--- config.mk ---
export PLATFORM = sky130hd
export DESIGN_NAME = edca_backoff_countdown
export DESIGN_NICKNAME = d
export VERILOG_FILES = /design/src/rtl/edca_backoff_countdown.sv
export SDC_FILE = /design/constraint.sdc
export NUM_CORES = 1
export LEC_CHECK = 0
export ABC_AREA = 1
export BUFFER_PORTS_ARGS = -buffer_cell sky130_fd_sc_hd__buf_4
export CORE_ASPECT_RATIO = 0.5
export CORE_MARGIN = 4
export CORE_UTILIZATION = 58
export CTS_BUF_LIST = sky130_fd_sc_hd__clkbuf_8
export DETAILED_ROUTE_END_ITERATION = 10
export PLACE_DENSITY = 0.93
export SETUP_SLACK_MARGIN = 0.4
export SYNTH_ARGS = -nofsm -noshare
export SYNTH_HDL_FRONTEND = slang
export SYNTH_SLANG_ARGS = --single-unit
--- constraint.sdc ---
create_clock -name ap_clk -period 2.3 [get_ports ap_clk]
set_input_delay 0.46 -clock ap_clk [delete_from_list [all_inputs] [get_ports ap_clk]]
set_output_delay 0.46 -clock ap_clk [all_outputs]
set_load 0.01 [all_outputs]
--- src/rtl/edca_backoff_countdown.sv ---
// edca_backoff_countdown
//
// EDCA backoff engine. A slot count is loaded while IDLE. The block then
// waits AIFSN idle slots (AIFS), counts the loaded slots down on further idle
// slots (COUNT), and issues a one-cycle grant pulse (GRANT). A busy medium
// discards the partial slot and restarts AIFS with the remaining count frozen.
//
// Parameters:
//   SLOT_CYCLES  clock cycles per backoff slot (2..255)
//   AIFSN        idle slots required before countdown (1..15)
//   CNT_W        width of the slot counter
//
// Ports:
//   ap_clk        clock, rising edge
//   ap_rst        asynchronous active-high reset
//   load_valid    a new backoff slot count is offered
//   load_ready    high only in IDLE; load accepted when valid & ready
//   load_slots    backoff slot count to load
//   medium_idle   CCA idle, already synchronous to ap_clk
//   abort         cancels the backoff; highest priority
//   grant         one-cycle pulse: transmit opportunity won
//   busy          high whenever state is not IDLE
//   slots_left    remaining slot count
//   freeze_count  (only with EDCA_BACKOFF_STATS_EN) saturating count of
//                 COUNT-to-AIFS freezes since the last load
//
// Optional feature macro: EDCA_BACKOFF_STATS_EN

module edca_backoff_countdown #(
    parameter int SLOT_CYCLES = 20,
    parameter int AIFSN       = 2,
    parameter int CNT_W       = 16
) (
    input  logic             ap_clk,
    input  logic             ap_rst,
    input  logic             load_valid,
    output logic             load_ready,
    input  logic [CNT_W-1:0] load_slots,
    input  logic             medium_idle,
    input  logic             abort,
    output logic             grant,
    output logic             busy,
    output logic [CNT_W-1:0] slots_left
`ifdef EDCA_BACKOFF_STATS_EN
    ,
    output logic [7:0]       freeze_count
`endif
);

    typedef enum logic [1:0] {
        IDLE  = 2'd0,
        AIFS  = 2'd1,
        COUNT = 2'd2,
        GRANT = 2'd3
    } state_t;

    localparam logic [7:0] SLOT_LAST = 8'(SLOT_CYCLES - 1);
    localparam logic [3:0] AIFS_LAST = 4'(AIFSN - 1);

    state_t     state;
    logic [7:0] slot_timer;
    logic [3:0] aifs_cnt;
    logic       slot_done;
    logic       load_accept;

    assign load_ready  = (state == IDLE);
    assign busy        = (state != IDLE);
    // Abort outranks everything, including a load offered in IDLE.
    assign load_accept = load_valid && load_ready && !abort;
    // A slot completes on the last of SLOT_CYCLES consecutive idle cycles.
    assign slot_done   = medium_idle && (slot_timer == SLOT_LAST);

    always_ff @(posedge ap_clk or posedge ap_rst) begin
        if (ap_rst) begin
            state      <= IDLE;
            grant      <= 1'b0;
            slots_left <= '0;
            slot_timer <= '0;
            aifs_cnt   <= '0;
        end else begin
            grant <= 1'b0;
            if (abort) begin
                // slots_left is deliberately retained on abort.
                state      <= IDLE;
                slot_timer <= '0;
                aifs_cnt   <= '0;
            end else begin
                case (state)
                    IDLE: begin
                        if (load_accept) begin
                            slots_left <= load_slots;
                            slot_timer <= '0;
                            aifs_cnt   <= '0;
                            state      <= AIFS;
                        end
                    end
                    AIFS: begin
                        if (!medium_idle) begin
                            slot_timer <= '0;
                            aifs_cnt   <= '0;
                        end else if (slot_done) begin
                            slot_timer <= '0;
                            if (aifs_cnt == AIFS_LAST) begin
                                aifs_cnt <= '0;
                                if (slots_left == '0) begin
                                    state <= GRANT;
                                    grant <= 1'b1;
                                end else begin
                                    state <= COUNT;
                                end
                            end else begin
                                aifs_cnt <= aifs_cnt + 4'd1;
                            end
                        end else begin
                            slot_timer <= slot_timer + 8'd1;
                        end
                    end
                    COUNT: begin
                        // COUNT is only entered with slots_left >= 1 and left
                        // when it reaches 0, so the decrement cannot underflow.
                        if (!medium_idle) begin
                            slot_timer <= '0;
                            aifs_cnt   <= '0;
                            state      <= AIFS;
                        end else if (slot_done) begin
                            slot_timer <= '0;
                            slots_left <= slots_left - 1'b1;
                            if (slots_left == CNT_W'(1)) begin
                                state <= GRANT;
                                grant <= 1'b1;
                            end
                        end else begin
                            slot_timer <= slot_timer + 8'd1;
                        end
                    end
                    GRANT: begin
                        state <= IDLE;
                    end
                    default: begin
                        state <= IDLE;
                    end
                endcase
            end
        end
    end

`ifdef EDCA_BACKOFF_STATS_EN
    always_ff @(posedge ap_clk or posedge ap_rst) begin
        if (ap_rst) begin
            freeze_count <= '0;
        end else if (load_accept) begin
            freeze_count <= '0;
        end else if (!abort && (state == COUNT) && !medium_idle
                     && (freeze_count != 8'hFF)) begin
            freeze_count <= freeze_count + 8'd1;
        end
    end
`endif

endmodule
==> results.json <==
{
  "finish.instance_area_sq_mm": 0.00261,
  "async_flop_share_pct": 100,
  "grt_use_total_pct": 24.8,
  "synthMuxAreaShare_pct": 0,
  "diodes": 0,
  "cts_setup_buffers": 0,
  "clock_path_buffers": 2,
  "internal_power_w": 0.00154,
  "fmax_mhz": 539,
  "synth_area_leaders": "dfrtp_1, nand2_1, nor2_1, ha_1, o21ai_0",
  "synth.most_common_cell": "nand2_1",
  "yosysSeqAreaShare_pct": 36.1,
  "final-hold-violation-count": 0,
  "synthTopCellsByCount": "nand2_1, nor2_1, dfrtp_1",
  "grt_first_pass_wirelength_microns": 9430,
  "critPathMaxFanout": 20,
  "synth_compound_area_share_pct": 14.4,
  "drt-initial-drc-count": 137,
  "slowest_stage": "dfrtp_2",
  "fin_ws_ns": 0.446,
  "synth.top_cell.area_share_pct": 36.1,
  "die_y_microns": 51.1,
  "core_area_sq_mm": 0.00349,
  "synth_top_flop_cell": "dfrtp_1",
  "power_density_mw_per_mm2": 1060,
  "combPwrFrac_pct": 48.8,
  "cts_tree": "yes",
  "numCtsBuffers": 5,
  "synthSimpleGateAreaFrac_pct": 34.7,
  "cap_violations": 0,
  "avgViaCountPerCell": 5.45,
  "finalSetupViolCount": 0,
  "syn-cell-area_sq_mm": 0.00215,
  "crit_path_end_kind": "flop",
  "finalWirelength_microns": 5520,
  "power_switching_w": 0.00123,
  "grt_max_degree": 32,
  "status": "finished clean",
  "grt_pass1_vias": 2159,
  "area_delta_synth_final_pct": 21.4,
  "synthXorXnorAreaFrac_pct": 1.63,
  "drive_gt1_share_pct": 20.9,
  "synth_adder_area_share_pct": 5.82,
  "power_w": 0.00277,
  "drc": 0,
  "yosys_register_bits": 31,
  "grt_antenna_before_repair": 0,
  "clkPwrFrac_pct": 17.1,
  "drtAntennaViolNets": 0,
  "fin_crit_ns": 1.85,
  "io_pins": 40,
  "sw_frac_of_total_pct": 44.5,
  "port_buffers": 39,
  "cts.sinks": 31,
  "clk_latency_ns": 0.29,
  "crit_type": "flop to flop",
  "dpl_cell_area_sq_mm": 0.00249,
  "grt-ovfl-total": 0,
  "firstDrtPassIters": 5,
  "cp_top_family": "compound AO/OA/AOI/OAI gates",
  "synth_top_family_by_area": "simple AND/OR/NAND/NOR gates",
  "p_leak_nw": 1.26,
  "synth_area_leader_cell": "dfrtp_1",
  "fillers": 260,
  "cts_root_buf": "clkbuf_8",
  "fp.dieW_microns": 94.1,
  "timing.critical_path.cells": "inv_1 > ha_1 > inv_2 > nand2_2 > o21ai_2 > a21boi_2 > buf_6 > nand2_1 > a21oi_1 > nor2_1",
  "place_worst_setup_slack_ns": 0.438,
  "num_vias": 2185,
  "worstPathRequired_ns": 2.48,
  "max_slew.worst_pin.slew_ns": 0.393,
  "seqPwrFrac_pct": 34.1,
  "htree_levels": 2,
  "ir_drop_uv": 476,
  "dp_hpwl_microns": 4070,
  "skew_ns": 0.0101,
  "wl_per_cell_microns": 13.8,
  "gp_congestion": 0.876,
  "clk_pin_slew_ns": 0.07,
  "synth_warnings": 0,
  "synth_fp_nets": 337,
  "avgSynthCellArea_sq_um": 7.03,
  "synth.distinct_cells": 35,
  "nets": 380,
  "slew_headroom_pct": 73.5,
  "start_util_pct": 61.6,
  "rows": 15,
  "die_area_sq_mm": 0.00481,
  "rsz0062_at_grt": "true",
  "slew_viol_final": 0,
  "fin_tns_setup_ns": 0,
  "startpoint_type": "flop",
  "slowest_delay_ns": 0.41,
  "path_buf_inv": 3,
  "worstHoldPathType": "primary input to asynchronous set/reset pin",
  "fin_crit_sh_pct": 80.6,
  "cp_data_arrival_time_ns": 2.04,
  "synth_cells": 306,
  "synth_edf_count": 0
}
[tightest hold or removal path: stages]
cell	delay, ns
buf_4	0.11
inv_1	0.04
buf_4	0.36
[what timing repair did]
| action | CTS | global route |
|---|---|---|
| resized for setup | 0 | 6 |
| setup endpoints to repair | 0 | 20 |
| hold buffers | 0 | 0 |
[power by group through the flow]
stage                     combinational (W)  clock (W)  sequential, W
after CTS                           0.00133   0.000483       0.000936
final                               0.00135   0.000474       0.000943
after global placement              0.00125          0       0.000927
after floorplan                    0.000804          0       0.000958
after global routing                0.00150   0.000519       0.000973
after detailed placement            0.00131          0       0.000943
[registers in the layout (all words and copies together), names as in the netlist]
name	count
aifs_cnt	4
grant	1
slots_left	16
slot_timer	8
state	2
[path summary, 6_finish.rpt]
path                             endpoint  cells after the start  slack [ns]           from
setup / recovery           slots_left[11]                     10        0.45       state[0]
hold / removal                aifs_cnt[3]                      3        0.26         ap_rst
setup reg to reg           slots_left[11]                     10        0.45       state[0]
hold reg to reg             slot_timer[7]                      1        0.50  slot_timer[7]
max in group asynchronous        state[0]                      3        1.73         ap_rst
min in group ap_clk         slots_left[5]                      3        0.43  load_slots[5]
[cell type report]
| class | instances | area (sq um) | area share (%) |
|---|---|---|---|
| multi-input combinational | 237 | 1230 | 47.0 |
| clock inverter | 1 | 3.75 | 0.144 |
| inverter | 31 | 116 | 4.46 |
| sequential | 31 | 778 | 29.8 |
| tap | 51 | 63.8 | 2.44 |
| timing repair buffer | 43 | 327 | 12.5 |
| clock buffer | 7 | 96.3 | 3.69 |
[routing by layer]
metal  routed length [microns]  vias up  GRT usage [%]
met4                        92        0           8.39
met1                      2270     1009           29.0
met3                       370       16           6.03
met5                         0        -              0
li1                          -     1079              -
met2                      2780       81           45.1
[layout by cell type (no fill, tap or decap), drive strengths merged]
cell type  synthesis  final
nor3               7      7
a31oi              1      1
o211ai             2      2
o21bai             1      1
nand3b             3      3
and3               1      1
and3b              1      1
nand3             22     22
nand4              3      3
a21boi             1      1
dfrtp             31     31
a211oi             2      2
xor2               1      1
nor2              54     54
o21ai             30     30
inv               31     32
clkbuf             1      7
ha                10     10
o21a               1      1
a21oi             16     16
nand2             76     76
a31o               1      1
and2               1      1
xnor2              3      3
buf                6     43
[logic make-up (layout without fill, tap and decap cells)]
group | after synthesis | after routing
simple gates | 168 | 168
compound gates | 55 | 55
buf+inv | 38 | 82
flops | 31 | 31
fa+ha+maj | 10 | 10
xor+xnor | 4 | 4
[metrics by stage]
| stage | util (%) | hold WS [ns] | cells |
|---|---|---|---|
| floorplan | - | 0.431 | 306 |
| global placement | 71.5 | 0.469 | 393 |
| detailed placement | 71.5 | 0.493 | 393 |
| CTS | 74.3 | 0.270 | 401 |
| global route | 74.8 | 0.296 | 401 |
| finish | 74.8 | 0.257 | 401 |
(Power assumes the default switching activity.)
